===== src/rtl/seq_bit_serializer.sv =====
// Parallel-to-serial feeder for the 1011 detector: one shifter plus a one-word
// holding register so consecutive words stream with no idle bit between them.
module seq_bit_serializer #(
  parameter int WIDTH     = 8,
  parameter bit MSB_FIRST = 1'b1
) (
  input  logic             clk,
  input  logic             reset,
  input  logic [WIDTH-1:0] word_in,
  input  logic             word_valid,
  output logic             word_ready,
  input  logic             bit_en,
  output logic             bit_out,
  output logic             bit_valid,
  output logic             busy
);

  localparam int CW = $clog2(WIDTH);
  localparam logic [CW-1:0] LAST_CNT = CW'(WIDTH - 1);

  typedef enum logic {S_IDLE, S_SHIFT} state_t;

  state_t           r_state;
  logic [WIDTH-1:0] r_shift;
  logic [WIDTH-1:0] r_hold;
  logic             r_hold_full;
  logic [CW-1:0]    r_cnt;
  logic             r_bit_out;
  logic             r_word_ready;
  logic             r_busy;

  logic             w_accept;
  logic             w_consume;
  logic             w_last;
  logic             w_to_hold;
  logic [WIDTH-1:0] w_shifted;
  state_t           w_state_nxt;
  logic [WIDTH-1:0] w_shift_nxt;
  logic             w_hold_full_nxt;
  logic             w_bit_nxt;

  assign w_accept  = word_valid && r_word_ready;
  assign w_consume = (r_state == S_SHIFT) && bit_en;
  assign w_last    = w_consume && (r_cnt == LAST_CNT);
  assign w_shifted = MSB_FIRST ? {r_shift[WIDTH-2:0], 1'b0} : {1'b0, r_shift[WIDTH-1:1]};

  always_comb begin
    w_state_nxt     = r_state;
    w_shift_nxt     = r_shift;
    w_hold_full_nxt = r_hold_full;
    w_to_hold       = 1'b0;
    case (r_state)
      S_IDLE: begin
        if (w_accept) begin
          w_state_nxt = S_SHIFT;
          w_shift_nxt = word_in;
        end
      end
      S_SHIFT: begin
        if (w_last) begin
          // Word boundary: pick the next word from hold, then the input, else drain.
          if (r_hold_full) begin
            w_shift_nxt     = r_hold;
            w_hold_full_nxt = 1'b0;
          end else if (w_accept) begin
            w_shift_nxt = word_in;
          end else begin
            w_state_nxt = S_IDLE;
            w_shift_nxt = '0;
          end
        end else begin
          if (w_consume) w_shift_nxt = w_shifted;
          if (w_accept) begin
            w_to_hold       = 1'b1;
            w_hold_full_nxt = 1'b1;
          end
        end
      end
      default: begin
        w_state_nxt = S_IDLE;
        w_shift_nxt = '0;
      end
    endcase
    w_bit_nxt = 1'b0;
    if (w_state_nxt == S_SHIFT)
      w_bit_nxt = MSB_FIRST ? w_shift_nxt[WIDTH-1] : w_shift_nxt[0];
  end

  always_ff @(posedge clk) begin
    if (reset) begin
      r_state      <= S_IDLE;
      r_shift      <= '0;
      r_hold       <= '0;
      r_hold_full  <= 1'b0;
      r_cnt        <= '0;
      r_bit_out    <= 1'b0;
      r_word_ready <= 1'b0;
      r_busy       <= 1'b0;
    end else begin
      r_state     <= w_state_nxt;
      r_shift     <= w_shift_nxt;
      r_hold_full <= w_hold_full_nxt;
      if (w_to_hold) r_hold <= word_in;
      if (w_consume) r_cnt <= w_last ? '0 : r_cnt + CW'(1);
      r_bit_out    <= w_bit_nxt;
      r_word_ready <= !w_hold_full_nxt;
      r_busy       <= (w_state_nxt == S_SHIFT) || w_hold_full_nxt;
    end
  end

  assign word_ready = r_word_ready;
  assign bit_out    = r_bit_out;
  assign bit_valid  = (r_state == S_SHIFT);
  assign busy       = r_busy;

endmodule


===== config.mk =====
export PLATFORM = sky130hd
export DESIGN_NAME = seq_bit_serializer
export DESIGN_NICKNAME = d
export VERILOG_FILES = /design/src/rtl/seq_bit_serializer.sv
export SDC_FILE = /design/constraint.sdc
export NUM_CORES = 1
export LEC_CHECK = 0
export CAP_MARGIN = 10
export CORE_MARGIN = 4
export CORE_UTILIZATION = 40
export CTS_BUF_LIST = sky130_fd_sc_hd__clkbuf_4
export DETAILED_ROUTE_END_ITERATION = 10
export GPL_ROUTABILITY_DRIVEN = 0
export PLACE_DENSITY_LB_ADDON = 0.15
export SYNTH_ARGS = -nofsm -noshare
export SYNTH_HDL_FRONTEND = slang
export SYNTH_SLANG_ARGS = --single-unit

===== constraint.sdc =====
create_clock -name clk -period 1.9 [get_ports clk]
set_input_delay 0.19 -clock clk [delete_from_list [all_inputs] [get_ports clk]]
set_output_delay 0.19 -clock clk [all_outputs]
set_load 0.02 [all_outputs]

==> flow_metrics.env <==
export IMPL_outcome="completed"
export IMPL_post_route_util=0.488
export IMPL_use_met2=0.254
export IMPL_power_frac_seq=0.570
export IMPL_drt_wirelength_per_cell_um=15.4
export IMPL_drive_gt1_frac=0.105
export IMPL_post_place_ws_ns=0.150
export IMPL_placedCellCount=180
export IMPL_fill_cells=287
export IMPL_clock_skew_final_ns=0.00436
export IMPL_cp_cell_sequence="clkdlybuf4s50_1"
export IMPL_synthArstFlopShare=0
export IMPL_die_w_um=63.6
export IMPL_cap_violations=0
export IMPL_switching_share=0.285
export IMPL_worst_path_max_fanout=13
export IMPL_io_pins=16
export IMPL_required_ns=1.71
export IMPL_cpPeakStageDelay_ns=0.68
export IMPL_dieArea_sq_um=4040
export IMPL_fmax_mhz=576
export IMPL_drc_errors=0
export IMPL_finalNonFillerCells=184
export IMPL_fin_area_sq_um=1390
export IMPL_synth_fp_nets=155
export IMPL_hold_violations=0
export IMPL_setup_viol=0
export IMPL_rows=19
export IMPL_cts_tree="done"
export IMPL_drt_iter0_markers=52
export IMPL_synth_area_sq_um=1230
export IMPL_cts_buffer_depth=2
export IMPL_crit_type="reg2out"
export IMPL_leakage_uw=0.000468
export IMPL_use_met3=0.0178
export IMPL_cts_root_buf="clkbuf_4"
export IMPL_syn_to_final_growth_pct=12.8
export IMPL_rsz0062_at_grt="false"
export IMPL_fin_tns_setup_ns=0
export IMPL_holdCritPathClass="in2reg"
export IMPL_worstMarginPinSlew_ns=0.398
export IMPL_ys_warnings_count=0
export IMPL_period_needed_ns=1.74
export IMPL_cp_startpoint="bit_valid"
export IMPL_multi_input_area_sq_um=656
export IMPL_yosysSeqAreaShare=0.389
export IMPL_ff2ff_setup_slack_ns=0.20
export IMPL_yosys_top_cells_count="dfxtp_1 (24), o21ai_0 (14), nand2_1 (12)"
export IMPL_worstReg2RegEnd="r_shift[7]"
export IMPL_synth_flop_cell="dfxtp_1"
export IMPL_yosysMostFrequentCell="dfxtp_1"
export IMPL_synth_area_top_cells="dfxtp_1 (39%), o21ai_0 (5.7%), a311oi_1 (5.0%), a21oi_1 (4.1%), nor2b_1 (4.1%)"
export IMPL_initial_core_util=0.433
export IMPL_grt_pass1_vias=1107
export IMPL_r2r_start="r_cnt[0]"
export IMPL_cts_buffers=3
export IMPL_min_to="r_hold[7]"
export IMPL_slew_violations=0
export IMPL_pwr_density_cell_nw_per_um2=702
export IMPL_clock_latency_ns=0.32
export IMPL_core_area_sq_um=2850
export IMPL_synth_top_area_frac=0.389
export IMPL_comb_power_share=0.191
export IMPL_place_area_sq_um=1370
export IMPL_whs_path_depth=3
export IMPL_clock_sinks=24
export IMPL_fin_crit_sh=0.914
export IMPL_cp_buffers_inverters=1
export IMPL_synth_top_cell_by_area="dfxtp_1"
export IMPL_portBuffers=15
export IMPL_layout_setup_ws_ns=0.163
export IMPL_dr_pass1_iters=4
export IMPL_grt_pass1_wl_mm=5.11
export IMPL_avgSynthCellArea_sq_um=8.76
export IMPL_critical_path_top_delay_family="buffers and inverters"
export IMPL_viasPerCell=5.72
export IMPL_drtAntennaViolNets=0
export IMPL_p_int_uw=699
export IMPL_cpMaxStageDelayCell="clkdlybuf4s50_1"
export IMPL_grt_max_degree=23
export IMPL_dp_hpwl_mm=2.03
export IMPL_antenna_found_initial=0
export IMPL_critPathCaptureType="primary output"
export IMPL_grt_busiest_layer="met2"
export IMPL_min_from="word_in[7]"
export IMPL_vias=1053
export IMPL_ir_drop_mv=0.414
export IMPL_fin_nets=168
export IMPL_die_h_um=63.6
export IMPL_maxSlewHeadroom=0.733
export IMPL_track_usage=0.155
export IMPL_p_switching_uw=278
export IMPL_rr_worst_depth=5
export IMPL_p_clk_frac=0.239
export IMPL_clk_pin_slew_ns=0.13
export IMPL_synth_edf_count=0
export IMPL_cts_max_level=1
export IMPL_synthCells=141
export IMPL_num_antenna_cells=0
export IMPL_totalWireLength_mm=2.84
export IMPL_ys_ff_latch=24
export IMPL_worstPathArrival_ns=1.55
export IMPL_postCtsSetupRepairBufs=0
export IMPL_ys_types=38
export IMPL_critPathLaunchType="flip-flop"
export IMPL_use_met1=0.205
export IMPL_grt_overflow_total=0
export IMPL_regArea_sq_um=480
[state kept, by name, summed over array words and instances, names as in the netlist]
signal and count:
r_hold 8, r_shift 8, r_cnt 3, bit_out 1, bit_valid 1, busy 1, r_hold_full 1, word_ready 1
[through the flow]
step           hold WS (ns)  power, uW
6_report              0.448        977
5_1_grt               0.458       1040
4_1_cts               0.446        987
3_5_place_dp          0.451        754
3_3_place_gp          0.449        752
2_1_floorplan         0.262        691
[per-layer routing]
metal  routed length (um)  up-vias
met5                    0        -
met2                 1310       18
li1                     -      545
met3                   65        2
met1                 1450      488
met4                   18        0
[worst max path at each step]
stage,cells after the start,slack [ns],to
after floorplan,6,0.42,r_shift[7]
after global placement,4,0.21,r_shift[0]
after detailed placement,5,0.15,r_shift[6]
after CTS,5,0.11,r_shift[6]
after global routing,5,0.02,r_shift[2]
final,1,0.16,bit_valid
[kinds of logic (layout without fill, tap and decap cells)]
family,count (synthesis),after routing,synth area share
flops,24,24,0.389
compound gates,48,48,0.277
mux,1,1,0.00811
simple gates,52,52,0.225
fa+ha+maj,2,2,0.0203
buf+inv,14,26,0.0810
[power by group through the flow]
stage | sequential, uW | combinational [uW] | clock [uW]
floorplan | 567 | 125 | 0
global placement | 567 | 185 | 0
detailed placement | 568 | 186 | 0
CTS | 557 | 187 | 243
global route | 562 | 206 | 267
finish | 557 | 187 | 234
[cell usage in the layout, fill, tap and decap left out, drive strengths merged, types with 2 or more instances in the layout]
master	count
a211oi	3
a21oi	10
a311oi	7
a31oi	2
and2	2
and3b	2
buf	4
clkbuf	3
clkdlybuf4s50	15
dfxtp	24
ha	2
inv	3
nand2	12
nand2b	2
nand3	9
nor2	5
nor2b	8
nor3	8
o211ai	6
o21ai	14
[area by class of cell]
class / instances / area share
clock buffer: 3 / 0.0162
clock inverter: 1 / 0.00270
inverter: 3 / 0.00809
multi-input combinational: 103 / 0.471
sequential: 24 / 0.345
tap: 31 / 0.0279
timing repair buffer: 19 / 0.129
[what timing repair did]
| action | CTS | global route |
|---|---|---|
| hold buffers | 0 | 0 |
| resized for setup | 0 | 1 |
| setup endpoints to repair | 0 | 5 |
No activity file was read; power rests on OpenSTA's default activity.
